<file path="src/rtl/cpu_types_pkg.sv">
// Shared CPU types: register selects, hazard FSM states and the load-use test.
package cpu_types_pkg;

    localparam int REG_W = 5;

    typedef logic [REG_W-1:0] regbits_t;

    typedef enum logic [1:0] {
        RUN    = 2'd0,
        DWAIT  = 2'd1,
        HALTED = 2'd2
    } hazard_state_t;

    // Register $0 never carries a real dependency, so it cannot cause a stall.
    function automatic logic isLoadUse(input logic memRead, input regbits_t regSel,
                                       input regbits_t rs, input regbits_t rt,
                                       input logic useRt);
        return memRead && (regSel != '0) &&
               ((regSel == rs) || (useRt && (regSel == rt)));
    endfunction

endpackage

</file>
<file path="src/rtl/hazard_unit_if.sv">
// Bundle between the hazard unit, the datapath latches and the test bench.
interface hazard_unit_if import cpu_types_pkg::*; #(parameter int CNT_W = 32);

    logic             ihit;
    logic             dhit;
    logic             dmemREN_mem;
    logic             dmemWEN_mem;
    logic             memRead_ex;
    regbits_t         regSel_ex;
    regbits_t         rs_id;
    regbits_t         rt_id;
    logic             useRt_id;
    logic             redirect_ex;
    logic             halt_wb;

    logic             pc_en;
    logic             ifid_en;
    logic             idex_en;
    logic             exmem_en;
    logic             memwb_en;
    logic             ifid_flush;
    logic             idex_flush;
    logic             exmem_flush;
    logic             halted;
    logic [CNT_W-1:0] stall_cnt;
    logic [CNT_W-1:0] dwait_cnt;

    modport hu (
        input  ihit, dhit, dmemREN_mem, dmemWEN_mem, memRead_ex, regSel_ex,
               rs_id, rt_id, useRt_id, redirect_ex, halt_wb,
        output pc_en, ifid_en, idex_en, exmem_en, memwb_en,
               ifid_flush, idex_flush, exmem_flush, halted, stall_cnt, dwait_cnt
    );

    modport dp (
        output ihit, dhit, dmemREN_mem, dmemWEN_mem, memRead_ex, regSel_ex,
               rs_id, rt_id, useRt_id, redirect_ex, halt_wb,
        input  pc_en, ifid_en, idex_en, exmem_en, memwb_en,
               ifid_flush, idex_flush, exmem_flush, halted
    );

    modport tb (
        output ihit, dhit, dmemREN_mem, dmemWEN_mem, memRead_ex, regSel_ex,
               rs_id, rt_id, useRt_id, redirect_ex, halt_wb,
        input  pc_en, ifid_en, idex_en, exmem_en, memwb_en,
               ifid_flush, idex_flush, exmem_flush, halted, stall_cnt, dwait_cnt
    );

endinterface

</file>
<file path="src/rtl/sat_counter.sv">
// Event counter that sticks at all-ones instead of wrapping.
module sat_counter #(
    parameter int CNT_W = 32
) (
    input  logic             CLK,
    input  logic             RST,
    input  logic             inc,
    output logic [CNT_W-1:0] cnt
);

    always_ff @(posedge CLK) begin
        if (RST) begin
            cnt <= '0;
        end else if (inc && (cnt != '1)) begin
            cnt <= cnt + {{(CNT_W-1){1'b0}}, 1'b1};
        end
    end

endmodule

</file>
<file path="src/rtl/hazard_unit.sv">
// Pipeline stall/flush controller: load-use bubbles, fetch and data-cache
// freezes, redirect squashes, sticky halt and saturating stall statistics.
module hazard_unit import cpu_types_pkg::*; #(
    parameter int CNT_W = 32
) (
    input  logic     CLK,
    input  logic     RST,
    hazard_unit_if.hu bus
);

    hazard_state_t state;
    logic          haltedQ;
    logic          dataReq;
    logic          dataWait;
    logic          loadUse;
    logic          allEn;
    logic          stallInc;
    logic          dwaitInc;
    logic          pcEn, ifidEn, idexEn, exmemEn, memwbEn;
    logic          ifidFlush, idexFlush, exmemFlush;
    logic [CNT_W-1:0] stallCnt;
    logic [CNT_W-1:0] dwaitCnt;

    assign dataReq  = bus.dmemREN_mem | bus.dmemWEN_mem;
    // The dhit cycle itself is not a wait: every latch advances on it.
    assign dataWait = !bus.dhit && ((state == DWAIT) || ((state == RUN) && dataReq));
    assign loadUse  = isLoadUse(bus.memRead_ex, bus.regSel_ex, bus.rs_id,
                                bus.rt_id, bus.useRt_id);

    // Priority chain: earlier conditions mask everything below them.
    always_comb begin
        pcEn       = 1'b1;
        ifidEn     = 1'b1;
        idexEn     = 1'b1;
        exmemEn    = 1'b1;
        memwbEn    = 1'b1;
        ifidFlush  = 1'b0;
        idexFlush  = 1'b0;
        exmemFlush = 1'b0;
        if (RST || (state == HALTED) || dataWait) begin
            pcEn    = 1'b0;
            ifidEn  = 1'b0;
            idexEn  = 1'b0;
            exmemEn = 1'b0;
            memwbEn = 1'b0;
        end else if (bus.redirect_ex) begin
            ifidFlush = 1'b1;
            idexFlush = 1'b1;
        end else if (loadUse) begin
            pcEn      = 1'b0;
            ifidEn    = 1'b0;
            idexFlush = 1'b1;
        end else if (!bus.ihit) begin
            pcEn      = 1'b0;
            ifidFlush = 1'b1;
        end
    end

    assign allEn    = pcEn & ifidEn & idexEn & exmemEn & memwbEn;
    assign stallInc = !pcEn && !RST && (state != HALTED);
    assign dwaitInc = dataWait && !RST;

    always_ff @(posedge CLK) begin
        if (RST) begin
            state   <= RUN;
            haltedQ <= 1'b0;
        end else if (bus.halt_wb && allEn) begin
            state   <= HALTED;
            haltedQ <= 1'b1;
        end else begin
            case (state)
                RUN:     if (dataReq && !bus.dhit) state <= DWAIT;
                DWAIT:   if (bus.dhit) state <= RUN;
                HALTED:  state <= HALTED;
                default: state <= RUN;
            endcase
        end
    end

    sat_counter #(.CNT_W(CNT_W)) stallCounter (
        .CLK(CLK),
        .RST(RST),
        .inc(stallInc),
        .cnt(stallCnt)
    );

    sat_counter #(.CNT_W(CNT_W)) dwaitCounter (
        .CLK(CLK),
        .RST(RST),
        .inc(dwaitInc),
        .cnt(dwaitCnt)
    );

    assign bus.pc_en       = pcEn;
    assign bus.ifid_en     = ifidEn;
    assign bus.idex_en     = idexEn;
    assign bus.exmem_en    = exmemEn;
    assign bus.memwb_en    = memwbEn;
    assign bus.ifid_flush  = ifidFlush;
    assign bus.idex_flush  = idexFlush;
    assign bus.exmem_flush = exmemFlush;
    assign bus.halted      = haltedQ;
    assign bus.stall_cnt   = stallCnt;
    assign bus.dwait_cnt   = dwaitCnt;

endmodule

</file>
<file path="src/flat_wrapper.sv">
// flat-port wrapper written by rule: the top's interface ports become plain ports
module hazard_unit_flat import cpu_types_pkg::*;
#(
    parameter int CNT_W = 32
)
  (CLK, RST, bus_ihit, bus_dhit, bus_dmemREN_mem, bus_dmemWEN_mem, bus_memRead_ex, bus_regSel_ex, bus_rs_id, bus_rt_id, bus_useRt_id, bus_redirect_ex, bus_halt_wb, bus_pc_en, bus_ifid_en, bus_idex_en, bus_exmem_en, bus_memwb_en, bus_ifid_flush, bus_idex_flush, bus_exmem_flush, bus_halted, bus_stall_cnt, bus_dwait_cnt);
  hazard_unit_if #(.CNT_W(CNT_W)) bus_i ();
  input  logic CLK;
  input  logic RST;
  input wire logic [$bits(bus_i.ihit)-1:0] bus_ihit;
  input wire logic [$bits(bus_i.dhit)-1:0] bus_dhit;
  input wire logic [$bits(bus_i.dmemREN_mem)-1:0] bus_dmemREN_mem;
  input wire logic [$bits(bus_i.dmemWEN_mem)-1:0] bus_dmemWEN_mem;
  input wire logic [$bits(bus_i.memRead_ex)-1:0] bus_memRead_ex;
  input wire logic [$bits(bus_i.regSel_ex)-1:0] bus_regSel_ex;
  input wire logic [$bits(bus_i.rs_id)-1:0] bus_rs_id;
  input wire logic [$bits(bus_i.rt_id)-1:0] bus_rt_id;
  input wire logic [$bits(bus_i.useRt_id)-1:0] bus_useRt_id;
  input wire logic [$bits(bus_i.redirect_ex)-1:0] bus_redirect_ex;
  input wire logic [$bits(bus_i.halt_wb)-1:0] bus_halt_wb;
  output wire logic [$bits(bus_i.pc_en)-1:0] bus_pc_en;
  output wire logic [$bits(bus_i.ifid_en)-1:0] bus_ifid_en;
  output wire logic [$bits(bus_i.idex_en)-1:0] bus_idex_en;
  output wire logic [$bits(bus_i.exmem_en)-1:0] bus_exmem_en;
  output wire logic [$bits(bus_i.memwb_en)-1:0] bus_memwb_en;
  output wire logic [$bits(bus_i.ifid_flush)-1:0] bus_ifid_flush;
  output wire logic [$bits(bus_i.idex_flush)-1:0] bus_idex_flush;
  output wire logic [$bits(bus_i.exmem_flush)-1:0] bus_exmem_flush;
  output wire logic [$bits(bus_i.halted)-1:0] bus_halted;
  output wire logic [$bits(bus_i.stall_cnt)-1:0] bus_stall_cnt;
  output wire logic [$bits(bus_i.dwait_cnt)-1:0] bus_dwait_cnt;
  assign bus_i.ihit = bus_ihit;
  assign bus_i.dhit = bus_dhit;
  assign bus_i.dmemREN_mem = bus_dmemREN_mem;
  assign bus_i.dmemWEN_mem = bus_dmemWEN_mem;
  assign bus_i.memRead_ex = bus_memRead_ex;
  assign bus_i.regSel_ex = bus_regSel_ex;
  assign bus_i.rs_id = bus_rs_id;
  assign bus_i.rt_id = bus_rt_id;
  assign bus_i.useRt_id = bus_useRt_id;
  assign bus_i.redirect_ex = bus_redirect_ex;
  assign bus_i.halt_wb = bus_halt_wb;
  assign bus_pc_en = bus_i.pc_en;
  assign bus_ifid_en = bus_i.ifid_en;
  assign bus_idex_en = bus_i.idex_en;
  assign bus_exmem_en = bus_i.exmem_en;
  assign bus_memwb_en = bus_i.memwb_en;
  assign bus_ifid_flush = bus_i.ifid_flush;
  assign bus_idex_flush = bus_i.idex_flush;
  assign bus_exmem_flush = bus_i.exmem_flush;
  assign bus_halted = bus_i.halted;
  assign bus_stall_cnt = bus_i.stall_cnt;
  assign bus_dwait_cnt = bus_i.dwait_cnt;
  hazard_unit #(.CNT_W(CNT_W)) u_core (.CLK(CLK), .RST(RST), .bus(bus_i));
endmodule
</file>
<file path="config.mk">
export PLATFORM = sky130hd
export DESIGN_NAME = hazard_unit_flat
export DESIGN_NICKNAME = d
export VERILOG_FILES = /design/src/rtl/cpu_types_pkg.sv /design/src/rtl/hazard_unit_if.sv /design/src/rtl/sat_counter.sv /design/src/rtl/hazard_unit.sv /design/src/flat_wrapper.sv
export SDC_FILE = /design/constraint.sdc
export NUM_CORES = 1
export LEC_CHECK = 0
export ABC_AREA = 1
export ABC_CLOCK_PERIOD_IN_PS = 2200
export CAP_MARGIN = 20
export CORE_MARGIN = 3
export CORE_UTILIZATION = 45
export DETAILED_ROUTE_END_ITERATION = 10
export GPL_ROUTABILITY_DRIVEN = 0
export GPL_TIMING_DRIVEN = 1
export PLACE_DENSITY = 0.78
export SLEW_MARGIN = 10
export SYNTH_ARGS = -nofsm -noshare
export SYNTH_HDL_FRONTEND = slang
export SYNTH_SLANG_ARGS = --single-unit
</file>
<file path="constraint.sdc">
create_clock -name CLK -period 2.2 [get_ports CLK]
set_clock_uncertainty 0.2 [all_clocks]
set_input_delay 0.44 -clock CLK [delete_from_list [all_inputs] [get_ports CLK]]
set_output_delay 0.44 -clock CLK [all_outputs]
set_load 0.05 [all_outputs]
</file>
==> results.py <==
metrics = {
    "synthesis": {
        "synth_most_common_cell": "nand2_1",
        "yosysSeqAreaShare_pct": 30.7,
        "syn_inst": 700,
        "async_flop_share_pct": 0,
        "synth_area_leaders": "dfxtp_1 (31%), nand2_1 (19%), nor2_1 (6.6%)",
        "synth_enable_flop_cells": 0,
        "postSynthAreaPerCell_um2": 6.24,
        "syn_area_um2": 4370,
        "yosysTopAreaCellShare_pct": 30.7,
        "ys_seq_elements": 67,
        "synth.distinct_cells": 38,
        "yosysWarnings": 0,
        "synth_nets": 727,
        "synth_top_area_cell": "dfxtp_1",
        "ys.flop_type": "dfxtp_1",
        "synthTopCellsByCount": "nand2_1 (216), nor2_1 (77), inv_1 (70)",
    },
    "sta": {
        "clock.fmax_mhz": 462,
        "min_period_ps": 2160,
        "final-max-slew-violation-count": 0,
        "setup_viol": 0,
        "post-route-period-util_pct": 98.3,
        "holdWs_ps": 145,
        "worst_slew_pin_slew_ps": 528,
        "maxSlewHeadroom_pct": 64.8,
        "hold_viol": 0,
    },
    "place": {
        "placed_cells_incl_taps": 936,
        "io_buffers": 96,
        "dp_hpwl_um": 9830,
        "dpl_cell_area_um2": 5630,
    },
    "critical_path": {
        "r2r-start": "u_core.stallCounter.cnt[1]",
        "worstSetupPathDepth": 1,
        "crit_end": "bus_dwait_cnt[0]",
        "cp-startpoint": "u_core.dwaitCounter.cnt[0]",
        "slowest_delay_ps": 810,
        "cp_max_fo": 3,
        "worst-path-buf-inv": 1,
        "worstPathArrival_ps": 1520,
        "end_kind": "output port",
        "r2r_cells": 10,
        "crit_type": "reg -> out",
        "start_kind": "flop",
        "critical_path.cell_chain": "clkdlybuf4s50_1",
        "reg2reg_to": "u_core.stallCounter.cnt[4]",
        "rrSetupSlack_ps": 100,
        "worstPathRequired_ps": 1560,
        "cp_top_family": "buffers and inverters",
        "slowest_stage": "clkdlybuf4s50_1",
    },
    "global_routing": {
        "grt_overflow": 0,
        "grt_use_total_pct": 24.2,
        "grt_max_degree": 48,
        "grt_pass1_wl_um": 22200,
        "antenna_found_initial": 0,
        "first_global_vias": 4822,
    },
    "cells_and_area": {
        "diodes": 0,
        "nets": 854,
        "final_core_util_pct": 64.0,
        "drive_gt1_share_pct": 22.0,
        "fin_cells": 961,
        "fin_area_um2": 5970,
        "areaGrowthSynthToFinish_pct": 36.5,
    },
    "power_and_ir_drop": {
        "power.leakage_nw": 2.44,
        "power_switching_uw": 758,
        "power.internal_mw": 2.07,
        "power_frac_seq_pct": 43.6,
        "clkPwrFrac_pct": 41.0,
        "power_mw": 2.83,
        "p_sw_share_pct": 26.8,
        "power_density_nw_per_um2": 474,
        "combinationalPowerShare_pct": 15.3,
        "ir_drop_v": 0.000327,
    },
    "detailed_routing": {
        "final_antenna_net_count": 0,
        "drcViolationCount": 0,
        "wl_um": 13600,
        "vias": 5220,
        "via_per_inst": 5.43,
        "drt_first_pass_iters": 5,
        "initialDrtViolationCount": 348,
        "wl_per_cell_um": 14.1,
    },
    "clock_tree": {
        "cts_buffer_depth": 2,
        "numCtsBuffers": 9,
        "clock-root-buffer": "clkbuf_8",
        "cts_tree": "built",
        "clock_latency_ps": 350,
        "path_clk_slew_ps": 80,
        "cts_htree_levels": 3,
        "cts_sinks": 67,
    },
    "die": {
        "coreArea_um2": 9330,
        "rows": 35,
        "die_x_um": 105,
        "die_h_um": 105,
        "io_pins": 98,
        "die_area_um2": 10900,
        "initial_core_util_pct": 46.8,
    },
    "worst_hold_path": {
        "min_path_type": "in -> reg",
    },
    "outcome": {
        "status": "completed",
    },
    "flow_run": {
        "cap_violations": 0,
    },
}
## sequential cells by signal, indices dropped and copies added (netlist names)
signal	flops
u_core.bus.halted	1
u_core.dwaitCounter.cnt	32
u_core.stallCounter.cnt	32
u_core.state	2
## final cells by class
cell class	count	area, µm²
Clock buffer	12	145
Clock inverter	4	73.8
Fill cell	854	3360
Inverter	71	273
Multi-Input combinational cell	536	2750
Sequential cell	67	1350
Tap cell	129	161
Timing Repair Buffer	142	1210
## worst min path at each step
stage	from	cells after the start	slack, ps	end
finish	RST	2	150	u_core.state[1]
CTS	RST	2	120	u_core.state[1]
global route	RST	2	150	u_core.state[1]
global placement	u_core.bus.halted	2	240	u_core.bus.halted
detailed placement	u_core.bus.halted	2	250	u_core.bus.halted
floorplan	u_core.state[1]	2	270	u_core.state[1]
## through the flow
stage | TNS (ps) | worst slack, ps
2_1_floorplan | 0 | 0.163
3_3_place_gp | -15010 | -333
3_5_place_dp | -17310 | -359
4_1_cts | -21.0 | -21.0
5_1_grt | -5.56 | -4.27
6_report | 0 | 36.9
## layer usage
layer,vias to the layer above,wire (µm),GRT usage (%)
li1,2541,-,-
met1,2374,5320,29.1
met2,254,6690,41.7
met3,51,1110,4.57
met4,0,478,10.8
met5,-,0,0
## kinds of logic after synthesis
logic type,share of synthesized area (%)
AOI/OAI and AO/OA,9.34
xor gates and xnor gates,5.81
adders and majority gates,0.573
buffers and inverters,9.42
DFF,30.7
other,0.0858
and+or+nand+nor,44.1
## power by group through the flow
| stage | Sequential, mW | Combinational (mW) | Clock (mW) |
|---|---|---|---|
| 2_1_floorplan | 1.29 | 0.204 | 0 |
| 3_3_place_gp | 1.26 | 0.397 | 0 |
| 3_5_place_dp | 1.26 | 0.404 | 0 |
| 4_1_cts | 1.23 | 0.404 | 1.19 |
| 5_1_grt | 1.24 | 0.463 | 1.23 |
| 6_report | 1.23 | 0.433 | 1.16 |
## layout by cell type, fill, tap and decap left out, types with 5 or more instances in the layout
cell type and n:
nand2_1 213, buf_4 96, nor2_1 74, inv_1 65
dfxtp_1 60, a21oi_1 52, nand4_1 45, nand3_1 28
nor3_1 24, xor2_1 20, o21ai_0 15, clkbuf_8 10
clkbuf_2 10, buf_12 10, xnor2_1 9, dlygate4sd2_1 9
clkdlybuf4s50_1 7, nor2_2 6, nand3b_1 6, dfxtp_2 6
nor4_1 5, buf_2 5
## repair_timing
action                                  4_1_cts  5_1_grt
endpoints found under the hold margin         0        0
endpoints found under the setup margin       23       65
hold buffers                                  0        0
buffers inserted                              2        6
pin swaps                                    12       23
cloned                                        0        1
gates resized for setup                      41       51
No activity file was read; power rests on OpenSTA's default activity.
